<file path="src/rtl/music_player.sv">
// Sample-rate sequencer for the music ROM: paces ROM reads, absorbs the
// one-cycle read latency and hands samples downstream over valid/ready.
module music_player #(
  parameter int CLK_DIV     = 1134,
  parameter int NUM_SAMPLES = 54832,
  parameter int ADDR_W      = 17,
  parameter int DATA_W      = 17
) (
  input  logic              Clk,
  input  logic              Reset,
  input  logic              start,
  input  logic              stop,
  input  logic              loop_en,
  output logic [ADDR_W-1:0] Add,
  input  logic [DATA_W-1:0] music_content,
  output logic [DATA_W-1:0] sample_out,
  output logic              sample_valid,
  input  logic              sample_ready,
  output logic              playing,
  output logic              done,
  output logic [7:0]        overrun_cnt
);

  localparam logic [2:0] S_IDLE  = 3'd0;
  localparam logic [2:0] S_WAIT  = 3'd1;
  localparam logic [2:0] S_FETCH = 3'd2;
  localparam logic [2:0] S_DRAIN = 3'd3;
  localparam logic [2:0] S_DONE  = 3'd4;

  localparam int                DIV_W     = $clog2(CLK_DIV);
  localparam logic [DIV_W-1:0]  DIV_LAST  = DIV_W'(CLK_DIV - 1);
  localparam logic [ADDR_W-1:0] ADDR_LAST = ADDR_W'(NUM_SAMPLES - 1);

  logic [2:0]        state_r, state_s;
  logic [DIV_W-1:0]  div_cnt_r, div_cnt_s;
  logic              fetch_cnt_r, fetch_cnt_s;
  logic [ADDR_W-1:0] addr_r, addr_s, next_addr_s;
  logic [DATA_W-1:0] sample_r, sample_s;
  logic              valid_r, valid_s;
  logic [7:0]        ovr_r, ovr_s;
  logic              playing_r, playing_s;
  logic              done_r, done_s;
  logic              tick_s, last_s;

  // Next-state logic; stop overrides start, which overrides normal sequencing.
  always_comb begin
    state_s     = state_r;
    div_cnt_s   = div_cnt_r;
    fetch_cnt_s = fetch_cnt_r;
    addr_s      = addr_r;
    sample_s    = sample_r;
    ovr_s       = ovr_r;
    tick_s      = (div_cnt_r == DIV_LAST);
    last_s      = (addr_r == ADDR_LAST);

    if (last_s) begin
      next_addr_s = {ADDR_W{1'b0}};
    end else begin
      next_addr_s = addr_r + ADDR_W'(1);
    end

    // The divider free-runs while active so the sample rate never drifts.
    if (state_r == S_WAIT || state_r == S_FETCH || state_r == S_DRAIN) begin
      if (tick_s) begin
        div_cnt_s = {DIV_W{1'b0}};
      end else begin
        div_cnt_s = div_cnt_r + DIV_W'(1);
      end
    end else begin
      div_cnt_s = {DIV_W{1'b0}};
    end

    if (valid_r && sample_ready) begin
      valid_s = 1'b0;
    end else begin
      valid_s = valid_r;
    end

    case (state_r)
      S_IDLE: begin
        addr_s      = {ADDR_W{1'b0}};
        fetch_cnt_s = 1'b0;
      end
      S_WAIT: begin
        if (tick_s) begin
          if (valid_r) begin
            // Previous sample still pending: drop this period.
            if (ovr_r != 8'hFF) begin
              ovr_s = ovr_r + 8'd1;
            end else begin
              ovr_s = ovr_r;
            end
            addr_s = next_addr_s;
            if (last_s && !loop_en) begin
              state_s = S_DRAIN;
            end else begin
              state_s = S_WAIT;
            end
          end else begin
            state_s     = S_FETCH;
            fetch_cnt_s = 1'b0;
          end
        end else begin
          state_s = S_WAIT;
        end
      end
      S_FETCH: begin
        if (!fetch_cnt_r) begin
          fetch_cnt_s = 1'b1;
        end else begin
          sample_s = music_content;
          valid_s  = 1'b1;
          addr_s   = next_addr_s;
          if (last_s && !loop_en) begin
            state_s = S_DRAIN;
          end else begin
            state_s = S_WAIT;
          end
        end
      end
      S_DRAIN: begin
        if (!valid_r || sample_ready) begin
          state_s = S_DONE;
          valid_s = 1'b0;
          addr_s  = {ADDR_W{1'b0}};
        end else begin
          state_s = S_DRAIN;
        end
      end
      S_DONE: begin
        addr_s = {ADDR_W{1'b0}};
      end
      default: begin
        state_s = S_IDLE;
        valid_s = 1'b0;
        addr_s  = {ADDR_W{1'b0}};
      end
    endcase

    if (stop) begin
      state_s     = S_IDLE;
      valid_s     = 1'b0;
      addr_s      = {ADDR_W{1'b0}};
      div_cnt_s   = {DIV_W{1'b0}};
      fetch_cnt_s = 1'b0;
    end else if (start) begin
      state_s     = S_WAIT;
      valid_s     = 1'b0;
      addr_s      = {ADDR_W{1'b0}};
      div_cnt_s   = {DIV_W{1'b0}};
      fetch_cnt_s = 1'b0;
      ovr_s       = 8'd0;
    end else begin
      state_s = state_s;
    end

    playing_s = (state_s == S_WAIT) || (state_s == S_FETCH) || (state_s == S_DRAIN);
    done_s    = (state_s == S_DONE);
  end

  // State and output registers.
  always_ff @(posedge Clk or posedge Reset) begin
    if (Reset) begin
      state_r     <= S_IDLE;
      div_cnt_r   <= {DIV_W{1'b0}};
      fetch_cnt_r <= 1'b0;
      addr_r      <= {ADDR_W{1'b0}};
      sample_r    <= {DATA_W{1'b0}};
      valid_r     <= 1'b0;
      ovr_r       <= 8'd0;
      playing_r   <= 1'b0;
      done_r      <= 1'b0;
    end else begin
      state_r     <= state_s;
      div_cnt_r   <= div_cnt_s;
      fetch_cnt_r <= fetch_cnt_s;
      addr_r      <= addr_s;
      sample_r    <= sample_s;
      valid_r     <= valid_s;
      ovr_r       <= ovr_s;
      playing_r   <= playing_s;
      done_r      <= done_s;
    end
  end

  assign Add          = addr_r;
  assign sample_out   = sample_r;
  assign sample_valid = valid_r;
  assign playing      = playing_r;
  assign done         = done_r;
  assign overrun_cnt  = ovr_r;

endmodule

</file>
<file path="config.mk">
export PLATFORM = sky130hd
export DESIGN_NAME = music_player
export DESIGN_NICKNAME = d
export VERILOG_FILES = /design/src/rtl/music_player.sv
export SDC_FILE = /design/constraint.sdc
export NUM_CORES = 1
export LEC_CHECK = 0
export CORE_MARGIN = 2
export CORE_UTILIZATION = 55
export DETAILED_ROUTE_END_ITERATION = 10
export PLACE_DENSITY = 0.94
export SYNTH_ARGS = -nofsm -noshare
export SYNTH_HDL_FRONTEND = slang
export SYNTH_SLANG_ARGS = --single-unit
</file>
<file path="constraint.sdc">
create_clock -name Clk -period 4.35 [get_ports Clk]
set_input_delay 0.87 -clock Clk [delete_from_list [all_inputs] [get_ports Clk]]
set_output_delay 0.87 -clock Clk [all_outputs]
set_load 0.005 [all_outputs]
</file>
==> flow_summary.json <==
{
  "status": "finished, final reports clean",
  "grt-ovfl-total": 0,
  "max-vdd-ir-drop_mv": 0.200,
  "layout-drive-gt1-share_pct": 12.4,
  "worst_ep_arrival_time_ns": 2.82,
  "cts_sinks": 60,
  "drc": 0,
  "grt_pass1_wl_um": 12000,
  "grt_max_degree": 48,
  "slew_violations": 0,
  "required_ns": 4.62,
  "pwr_density_cell_nw_per_um2": 271,
  "cts_hold_buf": 0,
  "drtPass1Iterations": 5,
  "ys.flop_type": "dfrtp_1",
  "port_buffers": 67,
  "cts_resized": 0,
  "cp-start-kind": "primary input",
  "syn-instance-count": 306,
  "p_leak_uw": 0.00170,
  "multi_input_area_um2": 1560,
  "initial_core_util_pct": 56.9,
  "synth_warnings": 0,
  "synth_nets": 333,
  "worst_slew_pin_slew_ns": 0.937,
  "die_area_um2": 6320,
  "fin_tns_setup_ns": 0,
  "postSynthAreaPerCell_um2": 10.2,
  "antenna_found_initial": 0,
  "cts_setup_buffers": 0,
  "clock.fmax_mhz": 393,
  "setup_violations": 0,
  "maxCapViolations": 0,
  "seq_area_frac_synth_pct": 47.9,
  "wl_per_cell_um": 16.7,
  "antennaDiodeCount": 0,
  "rsz0062_at_grt": "false",
  "final.min_clock_period_ns": 2.55,
  "ys_async_sr_fraction_pct": 100,
  "synth_seq_cells": 60,
  "place_hpwl_um": 5100,
  "drtIter0Drc": 300,
  "slew_headroom_pct": 37.4,
  "synthToLayoutAreaGrowth_pct": 28.8,
  "first_global_vias": 2535,
  "worst_clock_skew_ns": 0.00757,
  "rows": 27,
  "crit_type": "primary input to flip-flop",
  "grt.total_usage_pct": 24.7,
  "synth-edff-count": 0,
  "core_um2": 5510,
  "hold_viol_final": 0,
  "ant_nets": 0,
  "hold-path-cell-count": 1,
  "ys_types": 52,
  "crit_fanout": 14,
  "finalCritPeriodShare_pct": 58.5,
  "syn_area_um2": 3140,
  "root_buffer": "clkbuf_8",
  "hp-class": "flip-flop to flip-flop",
  "cts_tree": "done",
  "reg2regPathDepth": 7,
  "comb_power_share_pct": 6.2,
  "p_int_uw": 842,
  "regArea_um2": 1500,
  "final_nets": 400,
  "die_w_um": 79.5,
  "end_kind": "flip-flop",
  "clk_latency_ns": 0.34,
  "power.switching_uw": 254,
  "finalPower_uw": 1100,
  "power_frac_clock_pct": 42.3,
  "p_sw_share_pct": 23.2,
  "pin_count": 68,
  "numCtsBuffers": 9,
  "viasPerCell": 6.17,
  "clk_transition_reported_paths_ns": 0.06,
  "n_fill_cell": 374,
  "drt-total-wl_um": 7520,
  "fp.dieH_um": 79.5,
  "cts_max_level": 3,
  "place_congestion": 0.847,
  "vias": 2777,
  "cts_max_path_buffers": 2,
  "p_seq_share_pct": 51.5
}
## Yosys cell counts (6+ instances only)
master | n | area [µm²]
dfrtp_1 | 60 | 1500
buf_2 | 7 | 35.0
inv_1 | 6 | 22.5
xor2_1 | 9 | 78.8
nand3_1 | 21 | 105
nand4_1 | 8 | 50.1
a21oi_1 | 9 | 45.0
and4_1 | 8 | 70.1
mux2_2 | 17 | 191
and3_1 | 6 | 37.5
nand2_1 | 15 | 56.3
nor3_1 | 12 | 60.1
nor2_1 | 27 | 101
o21ai_0 | 26 | 130
## stage by stage
step           cell area, µm²  setup slack (ns)  util, %  hold slack, ns  std cells
4_1_cts                  4040              1.82     73.3           0.511        450
3_3_place_gp             3850              1.51     69.9           0.487        434
3_5_place_dp             3850              1.47     69.9           0.496        434
6_report                 4040              1.80     73.3           0.509        450
5_1_grt                  4040              1.76     73.3           0.523        450
2_1_floorplan            3140              2.00        -           0.474        306
## path summary, 6_finish.rpt
path | endpoint | start | slack [ns]
max | Add[4] | start | 1.80
min | sample_out[1] | sample_out[1] | 0.51
max reg2reg | Add[4] | div_cnt_r[1] | 2.09
min reg2reg | sample_out[1] | sample_out[1] | 0.51
max in group asynchronous | overrun_cnt[2] | Reset | 2.53
min in group asynchronous | sample_out[10] | Reset | 1.06
## routing by layer
| layer | GRT usage, % | wire length [µm] |
|---|---|---|
| met4 | 10.7 | 150 |
| met2 | 41.9 | 3790 |
| met1 | 30.6 | 3050 |
| met3 | 5.09 | 524 |
| met5 | 0 | 0 |
## cells by family after synthesis
kind of cell | synth area share (%)
xor+xnor | 3.63
simple gates | 25.3
mux | 7.06
flops | 47.9
buf+inv | 2.43
fa+ha+maj | 1.60
compound gates | 12.1
## power groups by stage
stage                     Combinational (µW)  Clock, µW  Sequential [µW]
after floorplan                         37.2          0              572
after global placement                  64.9          0              574
after detailed placement                67.0          0              574
after CTS                               67.9        473              564
after global routing                    73.8        496              564
final                                   67.5        464              564
## layout make-up
cell class / count / share of cell area [%]
Clock buffer: 12 / 4.09
Clock inverter: 4 / 0.558
Inverter: 6 / 0.558
Multi-Input combinational cell: 228 / 38.6
Sequential cell: 60 / 37.2
Timing Repair Buffer: 68 / 16.8
Tap cell: 72 / 2.23
## sequential cells by signal (all words and copies together), names as in the netlist, 3 cells and up
name and count:
Add 17, overrun_cnt 8, div_cnt_r 11, sample_out 17, state_r 3
## cells in the final DEF (no fill, tap or decap), types with 3 or more instances in the layout
| master | synthesis | routed |
|---|---|---|
| inv_1 | 6 | 5 |
| nand2_1 | 15 | 15 |
| dfrtp_1 | 60 | 60 |
| ha_1 | 4 | 4 |
| and4_1 | 8 | 8 |
| mux2_2 | 17 | 17 |
| xor2_1 | 9 | 9 |
| nor2_1 | 27 | 27 |
| a31oi_1 | 3 | 3 |
| o41ai_1 | 3 | 3 |
| and2_1 | 5 | 5 |
| a311oi_1 | 3 | 3 |
| nand4_1 | 8 | 8 |
| nor3b_1 | 4 | 4 |
| xnor2_1 | 4 | 4 |
| a21oi_1 | 9 | 9 |
| clkinv_2 | 0 | 3 |
| nand3_1 | 21 | 21 |
| o31ai_1 | 3 | 3 |
| mux2i_1 | 3 | 3 |
| nand2b_1 | 4 | 4 |
| nor3_1 | 12 | 12 |
| o21ai_0 | 26 | 26 |
| and3_1 | 6 | 6 |
| clkdlybuf4s50_1 | 0 | 67 |
| clkbuf_8 | 0 | 12 |
## worst max-delay path, stage by stage
cell,delay (ns)
clkdlybuf4s50_1,0.49
or3_4,0.42
nand2b_4,0.23
nor2_8,0.25
or4b_1,0.46
nand3_1,0.09
Power figures use the tool's default switching activity.
